<file path="src/rtl/tft_frame_scheduler_pkg.sv">
// Shared types and constants for the TFT frame scheduler.
//   rgb565_t       : one RGB565 pixel
//   sched_state_e  : scheduler FSM states
//   TFT_W / TFT_H  : panel size in pixels; X_W / Y_W : coordinate widths
package tft_pkg;

  localparam int unsigned TFT_W = 320;
  localparam int unsigned TFT_H = 240;
  localparam int unsigned X_W   = 9;
  localparam int unsigned Y_W   = 8;
  localparam int unsigned RGB_W = 16;
  localparam int unsigned CNT_W = 8;

  typedef logic [RGB_W-1:0] rgb565_t;

  typedef enum logic [1:0] {
    IDLE = 2'd0,
    SCAN = 2'd1,
    FEND = 2'd2,
    HOLD = 2'd3
  } sched_state_e;

endpackage

</file>
<file path="src/rtl/tft_frame_scheduler_if.sv">
// Pixel stream handshake between the scheduler and the ILI9341 SPI driver.
//   px_req    : driver -> scheduler, 1-cycle pixel request
//   px_vld    : scheduler -> driver, 1-cycle pulse, px_rgb valid
//   px_rgb    : scheduler -> driver, RGB565 pixel
//   tft_stall : scheduler -> driver, driver must not request while high
// master = scheduler side, slave = driver side.
interface tft_frame_scheduler_if;
  import tft_pkg::*;

  logic    px_req;
  logic    px_vld;
  rgb565_t px_rgb;
  logic    tft_stall;

  modport master (input px_req, output px_vld, output px_rgb, output tft_stall);
  modport slave  (output px_req, input px_vld, input px_rgb, input tft_stall);

endinterface

</file>
<file path="src/rtl/tft_frame_scheduler_scan_counter.sv">
// Column-major scan counter: y is the inner index, x the outer one.
//   clk, rst : clock, async active-low reset
//   adv      : advance one pixel this cycle
//   x, y     : registered current coordinate
//   last_c   : current coordinate is the final pixel of the frame
module scan_counter
  import tft_pkg::*;
#(
  parameter int unsigned H_PIX = TFT_W,
  parameter int unsigned V_PIX = TFT_H
) (
  input  logic           clk,
  input  logic           rst,
  input  logic           adv,
  output logic [X_W-1:0] x,
  output logic [Y_W-1:0] y,
  output logic           last_c
);

  logic [X_W-1:0] x_q, x_d;
  logic [Y_W-1:0] y_q, y_d;
  logic           x_end_c, y_end_c;

  assign x_end_c = (x_q == X_W'(H_PIX - 1));
  assign y_end_c = (y_q == Y_W'(V_PIX - 1));
  assign last_c  = x_end_c && y_end_c;

  // Next coordinate: y wraps into x, x wraps to start a new frame.
  always_comb begin
    x_d = x_q;
    y_d = y_q;
    if (adv) begin
      if (y_end_c) begin
        y_d = '0;
        x_d = x_end_c ? '0 : x_q + X_W'(1);
      end else begin
        y_d = y_q + Y_W'(1);
      end
    end
  end

  always_ff @(posedge clk or negedge rst) begin
    if (!rst) begin
      x_q <= '0;
      y_q <= '0;
    end else begin
      x_q <= x_d;
      y_q <= y_d;
    end
  end

  assign x = x_q;
  assign y = y_q;

endmodule

</file>
<file path="src/rtl/tft_frame_scheduler.sv">
// Frame scheduler between the per-layer renderers and the ILI9341 SPI driver.
// Scans x/y, resolves layer priority into a registered RGB565 pixel and opens
// an update window for game logic between frames while the TFT stream stalls.
//   clk, rst     : clock, async active-low reset
//   en           : scan enable, evaluated at frame boundaries
//   px_if        : pixel handshake (px_req in; px_vld, px_rgb, tft_stall out)
//   x, y         : coordinate presented to the renderers
//   layer_hit    : renderer hits for (x,y), index 0 highest priority
//   override     : force HIT_RGB
//   upd_req/gnt/done : update window handshake
//   frame_start, frame_done, frame_cnt, hold_timeout : frame status
module tft_frame_scheduler
  import tft_pkg::*;
#(
  parameter int unsigned               H_PIX     = TFT_W,
  parameter int unsigned               V_PIX     = TFT_H,
  parameter int unsigned               N_LAYERS  = 4,
  parameter logic [16*N_LAYERS-1:0]    LAYER_RGB = '0,
  parameter rgb565_t                   BG_RGB    = 16'hFFFF,
  parameter rgb565_t                   HIT_RGB   = 16'hF800,
  parameter int unsigned               HOLD_MAX  = 65535
) (
  input  logic                  clk,
  input  logic                  rst,
  input  logic                  en,
  tft_frame_scheduler_if.master px_if,
  output logic [X_W-1:0]        x,
  output logic [Y_W-1:0]        y,
  input  logic [N_LAYERS-1:0]   layer_hit,
  input  logic                  override,
  input  logic                  upd_req,
  output logic                  upd_gnt,
  input  logic                  upd_done,
  output logic                  frame_start,
  output logic                  frame_done,
  output logic [CNT_W-1:0]      frame_cnt,
  output logic                  hold_timeout
);

  localparam int unsigned HOLD_W = (HOLD_MAX > 1) ? $clog2(HOLD_MAX) : 1;

  sched_state_e      state_q, state_d;
  logic [HOLD_W-1:0] hold_cnt_q, hold_cnt_d;
  logic              hold_to_q, hold_to_d;
  logic              px_vld_q, px_vld_d;
  rgb565_t           px_rgb_q, px_rgb_d;
  logic              stall_q, stall_d;
  logic              upd_gnt_q, upd_gnt_d;
  logic              frame_start_q, frame_start_d;
  logic              frame_done_q, frame_done_d;
  logic [CNT_W-1:0]  frame_cnt_q, frame_cnt_d;
  logic              adv_c;
  logic              last_c;
  logic              first_c;
  rgb565_t           colour_c;

  scan_counter #(
    .H_PIX (H_PIX),
    .V_PIX (V_PIX)
  ) u_scan (
    .clk    (clk),
    .rst    (rst),
    .adv    (adv_c),
    .x      (x),
    .y      (y),
    .last_c (last_c)
  );

  assign first_c = (x == '0) && (y == '0);

  // Priority mux: walk from lowest priority up so the lowest set index wins.
  always_comb begin
    colour_c = BG_RGB;
    for (int i = N_LAYERS - 1; i >= 0; i--) begin
      if (layer_hit[i]) colour_c = LAYER_RGB[16*i +: 16];
    end
    if (override) colour_c = HIT_RGB;
  end

  // Next-state and registered-output logic.
  always_comb begin
    state_d       = state_q;
    hold_cnt_d    = hold_cnt_q;
    hold_to_d     = hold_to_q;
    px_vld_d      = 1'b0;
    px_rgb_d      = px_rgb_q;
    frame_start_d = 1'b0;
    frame_done_d  = 1'b0;
    frame_cnt_d   = frame_cnt_q;
    adv_c         = 1'b0;

    unique case (state_q)
      IDLE: begin
        if (en) state_d = SCAN;
      end
      SCAN: begin
        if (px_if.px_req) begin
          adv_c         = 1'b1;
          px_vld_d      = 1'b1;
          px_rgb_d      = colour_c;
          frame_start_d = first_c;
          // Leaving SCAN on the last accept stalls the driver before it can
          // request pixel (0,0) of the next frame.
          if (last_c) begin
            frame_done_d = 1'b1;
            frame_cnt_d  = frame_cnt_q + CNT_W'(1);
            state_d      = FEND;
          end
        end
      end
      FEND: begin
        hold_cnt_d = '0;
        if (upd_req)  state_d = HOLD;
        else if (en)  state_d = SCAN;
        else          state_d = IDLE;
      end
      HOLD: begin
        // A done arriving with the timeout is treated as a normal exit.
        if (upd_done) begin
          state_d = en ? SCAN : IDLE;
        end else if (hold_cnt_q == HOLD_W'(HOLD_MAX - 1)) begin
          hold_to_d = 1'b1;
          state_d   = en ? SCAN : IDLE;
        end else begin
          hold_cnt_d = hold_cnt_q + HOLD_W'(1);
        end
      end
      default: state_d = IDLE;
    endcase

    stall_d   = (state_d != SCAN);
    upd_gnt_d = (state_d == HOLD);
  end

  always_ff @(posedge clk or negedge rst) begin
    if (!rst) begin
      state_q       <= IDLE;
      hold_cnt_q    <= '0;
      hold_to_q     <= 1'b0;
      px_vld_q      <= 1'b0;
      px_rgb_q      <= '0;
      stall_q       <= 1'b1;
      upd_gnt_q     <= 1'b0;
      frame_start_q <= 1'b0;
      frame_done_q  <= 1'b0;
      frame_cnt_q   <= '0;
    end else begin
      state_q       <= state_d;
      hold_cnt_q    <= hold_cnt_d;
      hold_to_q     <= hold_to_d;
      px_vld_q      <= px_vld_d;
      px_rgb_q      <= px_rgb_d;
      stall_q       <= stall_d;
      upd_gnt_q     <= upd_gnt_d;
      frame_start_q <= frame_start_d;
      frame_done_q  <= frame_done_d;
      frame_cnt_q   <= frame_cnt_d;
    end
  end

  assign px_if.px_vld    = px_vld_q;
  assign px_if.px_rgb    = px_rgb_q;
  assign px_if.tft_stall = stall_q;
  assign upd_gnt         = upd_gnt_q;
  assign frame_start     = frame_start_q;
  assign frame_done      = frame_done_q;
  assign frame_cnt       = frame_cnt_q;
  assign hold_timeout    = hold_to_q;

endmodule

</file>
<file path="src/flat_wrapper.sv">
// flat-port wrapper written by rule: the top's interface ports become plain ports
module tft_frame_scheduler_flat import tft_pkg::*;
#(
  parameter int unsigned               H_PIX     = TFT_W,
  parameter int unsigned               V_PIX     = TFT_H,
  parameter int unsigned               N_LAYERS  = 4,
  parameter logic [16*N_LAYERS-1:0]    LAYER_RGB = '0,
  parameter rgb565_t                   BG_RGB    = 16'hFFFF,
  parameter rgb565_t                   HIT_RGB   = 16'hF800,
  parameter int unsigned               HOLD_MAX  = 65535
)
  (clk, rst, en, x, y, layer_hit, override, upd_req, upd_gnt, upd_done, frame_start, frame_done, frame_cnt, hold_timeout, px_if_px_req, px_if_px_vld, px_if_px_rgb, px_if_tft_stall);
  tft_frame_scheduler_if px_if_i ();
  input  logic clk;
  input  logic rst;
  input  logic en;
  output logic [X_W-1:0] x;
  output logic [Y_W-1:0] y;
  input  logic [N_LAYERS-1:0] layer_hit;
  input  logic override;
  input  logic upd_req;
  output logic upd_gnt;
  input  logic upd_done;
  output logic frame_start;
  output logic frame_done;
  output logic [CNT_W-1:0] frame_cnt;
  output logic hold_timeout;
  input wire logic [$bits(px_if_i.px_req)-1:0] px_if_px_req;
  output wire logic [$bits(px_if_i.px_vld)-1:0] px_if_px_vld;
  output wire logic [$bits(px_if_i.px_rgb)-1:0] px_if_px_rgb;
  output wire logic [$bits(px_if_i.tft_stall)-1:0] px_if_tft_stall;
  assign px_if_i.px_req = px_if_px_req;
  assign px_if_px_vld = px_if_i.px_vld;
  assign px_if_px_rgb = px_if_i.px_rgb;
  assign px_if_tft_stall = px_if_i.tft_stall;
  tft_frame_scheduler #(.H_PIX(H_PIX), .V_PIX(V_PIX), .N_LAYERS(N_LAYERS), .LAYER_RGB(LAYER_RGB), .BG_RGB(BG_RGB), .HIT_RGB(HIT_RGB), .HOLD_MAX(HOLD_MAX)) u_core (.clk(clk), .rst(rst), .en(en), .px_if(px_if_i), .x(x), .y(y), .layer_hit(layer_hit), .override(override), .upd_req(upd_req), .upd_gnt(upd_gnt), .upd_done(upd_done), .frame_start(frame_start), .frame_done(frame_done), .frame_cnt(frame_cnt), .hold_timeout(hold_timeout));
endmodule
</file>
<file path="config.mk">
export PLATFORM = sky130hd
export DESIGN_NAME = tft_frame_scheduler_flat
export DESIGN_NICKNAME = d
export VERILOG_FILES = /design/src/rtl/tft_frame_scheduler_pkg.sv /design/src/rtl/tft_frame_scheduler_if.sv /design/src/rtl/tft_frame_scheduler_scan_counter.sv /design/src/rtl/tft_frame_scheduler.sv /design/src/flat_wrapper.sv
export SDC_FILE = /design/constraint.sdc
export NUM_CORES = 1
export LEC_CHECK = 0
export BUFFER_PORTS_ARGS = -buffer_cell sky130_fd_sc_hd__buf_2
export CAP_MARGIN = 20
export CORE_AREA = 2 2 111 113
export CTS_CLUSTER_DIAMETER = 60
export CTS_CLUSTER_SIZE = 25
export DETAILED_ROUTE_END_ITERATION = 6
export DIE_AREA = 0 0 113 115
export PLACE_DENSITY_LB_ADDON = 0.1
export RECOVER_POWER = 50
export SETUP_SLACK_MARGIN = 0.02
export SYNTH_ARGS = -nofsm -noshare
export SYNTH_HDL_FRONTEND = slang
export SYNTH_SLANG_ARGS = --single-unit
</file>
<file path="constraint.sdc">
create_clock -name clk -period 4.55 [get_ports clk]
set_clock_uncertainty 0.1 [all_clocks]
set_input_delay 0.6825 -clock clk [delete_from_list [all_inputs] [get_ports clk]]
set_output_delay 0.6825 -clock clk [all_outputs]
set_load 0.02 [all_outputs]
</file>
After elaboration in Yosys (flattened, before gate mapping)
Index checks and enable logic that the tools add are counted.
- latch bits: 0
- memories: 0
- bits in read-only memories: 0
- register bits: 65
- output and inout port bits: 47
- memory bits (writable): 0
- input bits: 11
- magnitude comparators: 0
- shifts and indexed selects: 0
- multipliers: 0
- eq/ne operators: 10
- reductions and logical operators: 11
- add/sub/neg operators: 4
- div/mod/pow operators: 0
- mux-type cells: 25
- bitwise logic cells: 1
- operator list (kind ; number):
    $mux 16 ; 7
    $pmux 16 s2 ; 1
    $add 16x1->16 const B ; 1
    $add 8x1->8 const B ; 2
    $eq 16x16->1 const B ; 1
    $mux 2 ; 6
    $add 9x1->9 const B ; 1
    $eq 9x9->1 const B ; 1
    $logic_not 9->1 ; 1
    $mux 9 ; 1
    $reduce_and 3->1 ; 3
    $eq 8x8->1 const B ; 1
    $logic_not 8->1 ; 1
    $mux 1 ; 8
    $mux 8 ; 1
    $pmux 2 s4 ; 1
    $eq 2x2->1 const B ; 3
    $ne 2x2->1 const B ; 2
    $reduce_and 2->1 ; 2
    $eq 2x1->1 const B ; 1
    $logic_and 1x1->1 ; 2
    $logic_not 2->1 ; 1
    $ne 2x1->1 const B ; 1
    $reduce_bool 2->1 ; 1
    $not 1->1 ; 1

Depth between registers and ports, before layout
Gate-level depths: netlist of run 1.
- depth in word-level cells: 6
- gate-level depth with buffers: 6

Cells and area by module
Synthesis of run 1 repeated with hierarchy kept, for this count alone.
- cells, all modules: 281
- area total of the unflattened synthesis: 2703.8 µm²
- by module, submodules not included (module ; cells an instance ; sequential area each (µm²) ; times used ; area each (µm²)):
    tft_frame_scheduler ; 190 ; 852.1 ; 1 ; 1845.5
    scan_counter ; 91 ; 425.4 ; 1 ; 858.3

Worst setup path after synthesis of run 1
Ideal clock, no wire load.
- path type: reg-to-reg
- start: reg u_core.u_scan.y_q[1] (netlist: u_core.u_scan.y[1])
- end: reg u_core.frame_cnt_q[1] (netlist: u_core.frame_cnt[1])
- library setup time: 0.125 ns
- data required time: 4.325 ns
- arrival: 2.003 ns
- slack: 2.322 ns
- cell stages (with the launch flop): 6
- cells stage by stage: dfrtp_1 -> ha_1 -> nand3_4 -> or4_4 -> nor2_2 -> mux2_2
- word-level cells in the longest chain between the ends: 3
- RTL lines (element ; line ; RTL):
    from (decl) ; tft_frame_scheduler_scan_counter.sv:21 ; logic [Y_W-1:0] y_q, y_d;
    from (signal assigned) ; tft_frame_scheduler_scan_counter.sv:48 ; y_q <= y_d;
    $eq 8x8->1 ; tft_frame_scheduler_scan_counter.sv:25 ; assign y_end_c = (y_q == Y_W'(V_PIX - 1));
    $logic_and 1x1->1 ; tft_frame_scheduler_scan_counter.sv:26 ; assign last_c = x_end_c && y_end_c;
    $reduce_and 3->1 (no source line) ; n/a ;
    to (signal assigned) ; tft_frame_scheduler.sv:157 ; frame_cnt_q <= frame_cnt_d;
    to (decl) ; tft_frame_scheduler.sv:51 ; logic [CNT_W-1:0] frame_cnt_q, frame_cnt_d;
Every way passes these cells.
A chain may end at the register's enable or synchronous reset.

Worst setup path in the final report of run 1
- start: reg u_core.state_q[0]
- end: reg u_core.frame_cnt_q[1] (netlist: u_core.frame_cnt[1])
- word-level cells in the longest chain between the ends: 2
- RTL lines (element ; line ; RTL):
    from (decl) ; tft_frame_scheduler.sv:42 ; sched_state_e state_q, state_d;
    from (signal assigned) ; tft_frame_scheduler.sv:148 ; state_q <= state_d;
    $eq 2x1->1 ; tft_frame_scheduler.sv:92 ; unique case (state_q)
    $reduce_and 3->1 (no source line) ; n/a ;
Every way passes these cells.

==> impl_metrics.sql, run 1 <==
INSERT INTO impl_metrics (metric_group, metric, value, unit) VALUES
('logic_synthesis', 'mappedNetlistArea', '2880', 'µm²'),
('placement', 'place.gp.congestion', '0.753', ''),
('logic_synthesis', 'synth_top_cell_by_area', 'dfrtp_1', ''),
('logic_synthesis', 'synth-edff-count', '0', ''),
('critical_path', 'timing.critical_path.required', '4630', 'ps'),
('critical_path', 'worst-setup-path-type', 'reg -> reg', ''),
('sta', 'rsz_0062_raised_after_global_routing', 'false', ''),
('sta', 'finalWorstSetupSlack', '1800', 'ps'),
('outcome', 'outcome', 'finished, violations left', ''),
('power_and_ir_drop', 'p_switching', '0.000309', 'W'),
('detailed_routing', 'drt_iter0_drc', '94', ''),
('power_and_ir_drop', 'max-vdd-ir-drop', '0.135', 'mV'),
('detailed_routing', 'via_count', '2352', ''),
('detailed_routing', 'route.antenna.remaining_nets', '0', ''),
('placement', 'port_buffers', '57', ''),
('floorplanning', 'die_y', '115', 'µm'),
('global_routing', 'grt_start_max_net_pins', '52', ''),
('logic_synthesis', 'synth-xor-area-share', '4.86', '%'),
('logic_synthesis', 'synth_compound_gate_area_share', '11.8', '%'),
('finish', 'finish.cell_count_without_fillers', '481', ''),
('critical_path', 'end_kind', 'flop', ''),
('global_routing', 'number_of_antenna_violations_at_the_first_check_in_global_routing', '0', ''),
('clock_network', 'cts_inserted_buffers', '5', ''),
('global_routing', 'grt_util_all_layers', '12.0', '%'),
('logic_synthesis', 'muxShareOfSynthArea', '2.13', '%'),
('detailed_routing', 'route.final.wire_length', '7440', 'µm'),
('clock_network', 'cts_htree_levels', '2', ''),
('power_and_ir_drop', 'p_leak', '1.54', 'nW'),
('outcome', 'violations_in_the_final_reports', 'DRC', ''),
('sta', 'worstMarginPinSlew', '893', 'ps'),
('sta', 'timing.max_slew.rel_slack', '40.4', '%'),
('finish', 'diodes', '0', ''),
('sta', 'totalNegativeSetupSlack', '0', 'ps'),
('sta', 'slew_viol_final', '0', ''),
('sta', 'layout_worst_path_cycle_share', '60.4', '%'),
('clock_network', 'max-clock-path-buffers', '2', ''),
('logic_synthesis', 'synth-seq-area-share', '44.3', '%'),
('global_routing', 'grt_remaining_overflow', '0', ''),
('power_and_ir_drop', 'seqPwrFrac', '45.5', '%'),
('logic_synthesis', 'netlist.area_leader.share', '43.4', '%'),
('finish', 'fin_nets', '351', ''),
('global_routing', 'wire_length_of_the_first_global_routing_pass', '12400', 'µm'),
('global_routing', 'first_global_vias', '2319', ''),
('clock_network', 'clk_pin_slew_worst_paths', '70', 'ps'),
('floorplanning', 'die_w', '113', 'µm'),
('critical_path', 'crit_chain', 'nand3b_1 > or4_4 > nor2_2 > mux2_2', ''),
('detailed_routing', 'route.detailed.vias_per_inst', '4.89', ''),
('floorplanning', 'floorplan.core_area', '11800', 'µm²'),
('placement', 'place.detailed.hpwl', '5200', 'µm'),
('sta', 'finalSetupViolations', '0', ''),
('logic_synthesis', 'yosysMostFrequentCell', 'dfrtp_1', ''),
('clock_network', 'ctsRootBufferMaster', 'clkbuf_16', ''),
('clock_network', 'cts_hold_buf', '0', ''),
('sta', 'hold_viol', '0', ''),
('power_and_ir_drop', 'cell_internal_pwr', '0.000842', 'W'),
('logic_synthesis', 'synth.yosys.warnings', '0', ''),
('critical_path', 'cp_slowest_cell', 'or4_4', ''),
('logic_synthesis', 'synth_top_flop_cell', 'dfrtp_1', ''),
('detailed_routing', 'routedWlPerCell', '15.5', 'µm'),
('power_and_ir_drop', 'sw_frac_of_total', '26.8', '%'),
('logic_synthesis', 'syn_inst', '291', ''),
('clock_network', 'clock_insertion_delay_worst_skew', '290', 'ps'),
('power_and_ir_drop', 'power.share.clock', '42.6', '%'),
('detailed_routing', 'drc', '9', ''),
('power_and_ir_drop', 'p_comb_share', '12.0', '%'),
('sta', 'highest_clock_rate', '0.364', 'GHz'),
('critical_path', 'highest_net_fanout_along_the_worst_path', '13', ''),
('logic_synthesis', 'postSynthRegisterBits', '51', ''),
('logic_synthesis', 'synth.net_count', '309', ''),
('critical_path', 'slowest_delay', '790', 'ps'),
('logic_synthesis', 'yosysUniqueCellTypes', '56', '');
metrics by stage:
step / total power, W / hold WS (ps) / cell area, µm² / utilization [%]
2_1_floorplan: 0.000617 / 287 / 2880 / -
3_3_place_gp: 0.000674 / 355 / 3210 / 27.2
3_5_place_dp: 0.000674 / 356 / 3210 / 27.2
4_1_cts: 0.00117 / 374 / 3400 / 28.8
5_1_grt: 0.00120 / 406 / 3370 / 28.5
6_report: 0.00115 / 374 / 3370 / 28.5
kinds of logic (layout without fill, tap and decap cells):
kind of cell	count (synthesis)	after routing
adders and majority gates	7	7
muxes	6	6
AOI/OAI and AO/OA	49	49
buffers and inverters	35	78
DFF	51	51
xor gates and xnor gates	16	16
and+or+nand+nor	127	127
layout by cell type, fill, tap and decap left out, types with 9 or more instances in the layout:
cell	count
o21ai_0	13
nor4_1	9
nand4_1	11
buf_2	34
inv_1	11
dfrtp_1	50
nor2_1	12
nand3_1	15
nand2b_1	9
clkbuf_1	24
nand2_1	29
power groups by stage:
stage,clock [W],sequential [W],combinational (W)
floorplan,0,0.000549,0.0000673
global placement,0,0.000532,0.000142
detailed placement,0,0.000532,0.000142
CTS,0.000505,0.000523,0.000143
global route,0.000523,0.000528,0.000153
finish,0.000490,0.000523,0.000138
routing by layer:
layer / share of wire [%] / global-route usage, %
met5: 0 / 0
met4: 1.3 / 3.90
met3: 4.4 / 2.32
met2: 45 / 19.4
met1: 49 / 16.3
layout make-up:
type | count | area [µm²] | share of cell area, %
Multi-Input combinational cell | 205 | 1410 | 41.9
Sequential cell | 51 | 1280 | 37.9
Timing Repair Buffer | 58 | 264 | 7.83
Tap cell | 147 | 184 | 5.46
Clock buffer | 6 | 129 | 3.82
Clock inverter | 2 | 60.1 | 1.78
Inverter | 12 | 45.0 | 1.34
final timing paths:
kind	from	endpoint	slack, ps	cells past startpoint
worst max-delay path	u_core.state_q[0]	u_core.frame_cnt[1]	1800	4
worst min-delay path	u_core.frame_cnt[7]	u_core.frame_cnt[7]	370	1
worst max register to register	u_core.state_q[0]	u_core.frame_cnt[1]	1800	4
worst min register to register	u_core.frame_cnt[7]	u_core.frame_cnt[7]	370	1
max in group asynchronous	rst	u_core.u_scan.y[1]	3480	2
min in group asynchronous	rst	u_core.u_scan.x[6]	410	2
registers in the layout, indices dropped and copies added, names as in the netlist:
register and flops:
u_core.u_scan.y 8, u_core.u_scan.x 9, u_core.hold_cnt_q 16, u_core.frame_done 1, u_core.px_if.tft_stall 1, u_core.frame_cnt 8, u_core.upd_gnt 1, u_core.px_if.px_vld 1
u_core.px_if.px_rgb 2, u_core.frame_start 1, u_core.hold_timeout 1, u_core.state_q 2
critical path, delay by kind of cell, from the launching register on:
family,cells,cell delay [ps]
muxes,1,380
and+or+nand+nor,3,1560
DFF,1,580
Note: power is estimated with default switching activity, not from simulation.
==> run 2: changes to the inputs <==
==> constraint.sdc (replaced) <==
create_clock -name clk -period 2.2 [get_ports clk]
set_clock_uncertainty 0.1 [all_clocks]
set_input_delay 0.33 -clock clk [delete_from_list [all_inputs] [get_ports clk]]
set_output_delay 0.33 -clock clk [all_outputs]
set_load 0.02 [all_outputs]
==> run 2 against run 1 <==
  * Highest routed layer unchanged
  * Total power is 110% higher
  * Non-clock buffer count is 28 higher
  * Worst hold slack worse by 240 ps
  * Sequential cell count stayed put
  * Critical path type unchanged
  * Maximum frequency is 39% higher
  * Via count is 4.7% higher
  * Die area stayed put
  * First-iteration DRC count is 54% higher
  * The flow still finishes with violations (DRC)
==> impl_metrics.sql, run 2 (synthesized netlist as in run 1, its figures left out) <==
INSERT INTO impl_metrics (metric_group, metric, value, unit) VALUES
('outcome', 'outcome', 'finished, violations left', ''),
('outcome', 'violations_in_the_final_reports', 'DRC', ''),
('placement', 'placed_cells', '500', ''),
('placement', 'place.gp.congestion', '0.761', ''),
('sta', 'timing.max_slew.rel_slack', '53.1', '%'),
('detailed_routing', 'drt_iter0_drc', '145', ''),
('global_routing', 'met1_usage', '16.2', '%'),
('global_routing', 'busiest_layer', 'met2', ''),
('global_routing', 'number_of_antenna_violations_at_the_first_check_in_global_routing', '0', ''),
('floorplanning', 'die-area', '13000', 'µm²'),
('critical_path', 'timing.critical_path.required', '2280', 'ps'),
('finish', 'mostFrequentLayoutCells', '48 x dfrtp_1, 33 x buf_2, 29 x nand2_1', ''),
('sta', 'layout_min_cycle_time', '1980', 'ps'),
('sta', 'rsz_0062_raised_after_global_routing', 'false', ''),
('critical_path', 'reg_to_reg_slack_setup', '220', 'ps'),
('global_routing', 'grt_remaining_overflow', '0', ''),
('detailed_routing', 'route.antenna.remaining_nets', '0', ''),
('finish', 'layout-area-overhead-vs-synth', '24.0', '%'),
('floorplanning', 'die_w', '113', 'µm'),
('critical_path', 'highest_net_fanout_along_the_worst_path', '13', ''),
('sta', 'worstMarginPinSlew', '704', 'ps'),
('detailed_routing', 'drc', '7', ''),
('finish', 'fillCellCount', '1258', ''),
('sta', 'slew_viol_final', '0', ''),
('detailed_routing', 'route.detailed.vias_per_inst', '4.84', ''),
('critical_path', 'worst_ep_arrival_time', '2060', 'ps'),
('finish', 'number_of_flip_flops_in_the_largest_register', '16', ''),
('detailed_routing', 'via_count', '2463', ''),
('clock_network', 'tritoncts', 'done', ''),
('finish', 'finalCoreUtilization', '30.3', '%'),
('power_and_ir_drop', 'power.density_cell_area', '661', 'nW/µm²'),
('global_routing', 'grt_start_max_net_pins', '41', ''),
('worst_hold_path', 'hold_path.class', 'in -> reg', ''),
('sta', 'totalNegativeSetupSlack', '0', 'ps'),
('finish', 'largest_register', 'u_core.hold_cnt_q', ''),
('critical_path', 'regToRegStartpoint', 'u_core.u_scan.x[1]', ''),
('power_and_ir_drop', 'max-vdd-ir-drop', '0.257', 'mV'),
('sta', 'finalSetupViolations', '0', ''),
('finish', 'finish.cell_count_without_fillers', '509', ''),
('critical_path', 'end_kind', 'flop', ''),
('placement', 'port_buffers', '57', ''),
('floorplanning', 'rows', '40', ''),
('sta', 'highest_clock_rate', '0.504', 'GHz'),
('clock_network', 'ctsRootBufferMaster', 'clkbuf_16', ''),
('critical_path', 'worst-setup-path-type', 'reg -> reg', ''),
('sta', 'hold_viol', '0', ''),
('global_routing', 'grt_util_all_layers', '11.9', '%'),
('floorplanning', 'pin_count', '58', ''),
('floorplanning', 'floorplan.core_area', '11800', 'µm²'),
('finish', 'seqCellArea', '1280', 'µm²'),
('global_routing', 'use_met2', '18.9', '%'),
('finish', 'multiInputGateArea', '1420', 'µm²'),
('finish', 'diodes', '0', ''),
('power_and_ir_drop', 'p_leak', '1.66', 'nW'),
('detailed_routing', 'routedWlPerCell', '14.6', 'µm'),
('finish', 'mostFrequentLayoutCell', 'dfrtp_1', ''),
('global_routing', 'first_global_vias', '2260', ''),
('floorplanning', 'die_y', '115', 'µm'),
('finish', 'fin_nets', '379', ''),
('detailed_routing', 'route.final.wire_length', '7430', 'µm'),
('clock_network', 'clock_sinks', '51', ''),
('worst_hold_path', 'min_from', 'override', ''),
('finish', 'final_layout_size_suffix_gt1_share', '23.8', '%'),
('floorplanning', 'initial_cell_density_of_the_core', '24.4', '%'),
('placement', 'place.detailed.hpwl', '5480', 'µm'),
('critical_path', 'setup.worst_path.start_class', 'flop', ''),
('global_routing', 'met3_layer_usage_reported_by_global_route', '2.90', '%'),
('clock_network', 'clock_insertion_delay_worst_skew', '290', 'ps'),
('run', 'max_cap_violations', '0', ''),
('clock_network', 'max-clock-path-buffers', '2', ''),
('detailed_routing', 'drt_pass1_iterations', '6', ''),
('sta', 'layout_worst_path_cycle_share', '90.1', '%'),
('critical_path', 'worstSetupStartpoint', 'u_core.u_scan.x[1]', ''),
('clock_network', 'cts_htree_levels', '2', ''),
('clock_network', 'clk_pin_slew_worst_paths', '70', 'ps'),
('clock_network', 'cts_inserted_buffers', '5', ''),
('global_routing', 'wire_length_of_the_first_global_routing_pass', '12300', 'µm');
[run 2: changes by cell type in the layout (fill, tap and decap cells not counted)]
cell           previous run  this run
buf_2                    34        33
buf_4                     1        27
bufinv_16                 2         1
clkbuf_4                  0         1
clkbuf_8                  0         1
clkinv_2                  0         1
dfrtp_1                  50        48
dfrtp_2                   0         2
dlygate4sd3_1             0         1
nor4_1                    9         8
nor4_2                    1         2
[run 2: critical path: stages (launching register included)]
cell and delay [ps]:
dfrtp_1 370, ha_1 170, nand3_1 80, or4_4 670, nor2_2 150, mux2_2 340
[run 2: layer usage]
metal,vias to the layer above,part of all wire (%)
met5,-,0
met4,0,0.78
met3,4,4.1
met2,65,48
met1,1192,47
li1,1202,-
[run 2: worst paths after layout]
path	endpoint	cells after the start
max in group asynchronous	u_core.u_scan.y[1]	3
worst max register to register	u_core.frame_cnt[1]	5
min in group asynchronous	u_core.u_scan.x[7]	2
worst min register to register	u_core.hold_timeout	1
worst max-delay path	u_core.frame_cnt[1]	5
worst min-delay path	u_core.px_if.px_rgb[10]	2
[run 2: where the power goes]
group | total, W | internal (W) | switching, W
Combinational | 0.000414 | 0.000162 | 0.000252
Sequential | 0.00103 | 0.000986 | 0.0000428
Clock | 0.000919 | 0.000567 | 0.000353
[run 2: cell type report]
type	instances	share of cell area [%]
Tap cell	147	5.14
Multi-Input combinational cell	205	39.6
Timing Repair Buffer	86	13.3
Clock inverter	2	0.980
Inverter	12	1.26
Sequential cell	51	35.8
Clock buffer	6	3.88
[run 2: metrics by stage]
| stage | power [W] | instance area [µm²] | hold slack [ps] | setup WS (ps) |
|---|---|---|---|---|
| 2_1_floorplan | 0.00128 | 2890 | -65.6 | 61.7 |
| 3_3_place_gp | 0.00147 | 3430 | 153 | 160 |
| 3_5_place_dp | 0.00147 | 3430 | 158 | 112 |
| 4_1_cts | 0.00242 | 3610 | 128 | 119 |
| 5_1_grt | 0.00250 | 3580 | 154 | 67.1 |
| 6_report | 0.00236 | 3580 | 138 | 217 |
[run 2: repair_timing]
action                                  CTS  global route
hold buffers                              1             0
endpoints found under the setup margin    0             2
buffers inserted                          0             0
resized for setup                         0             1
hold endpoints to repair                 11             0
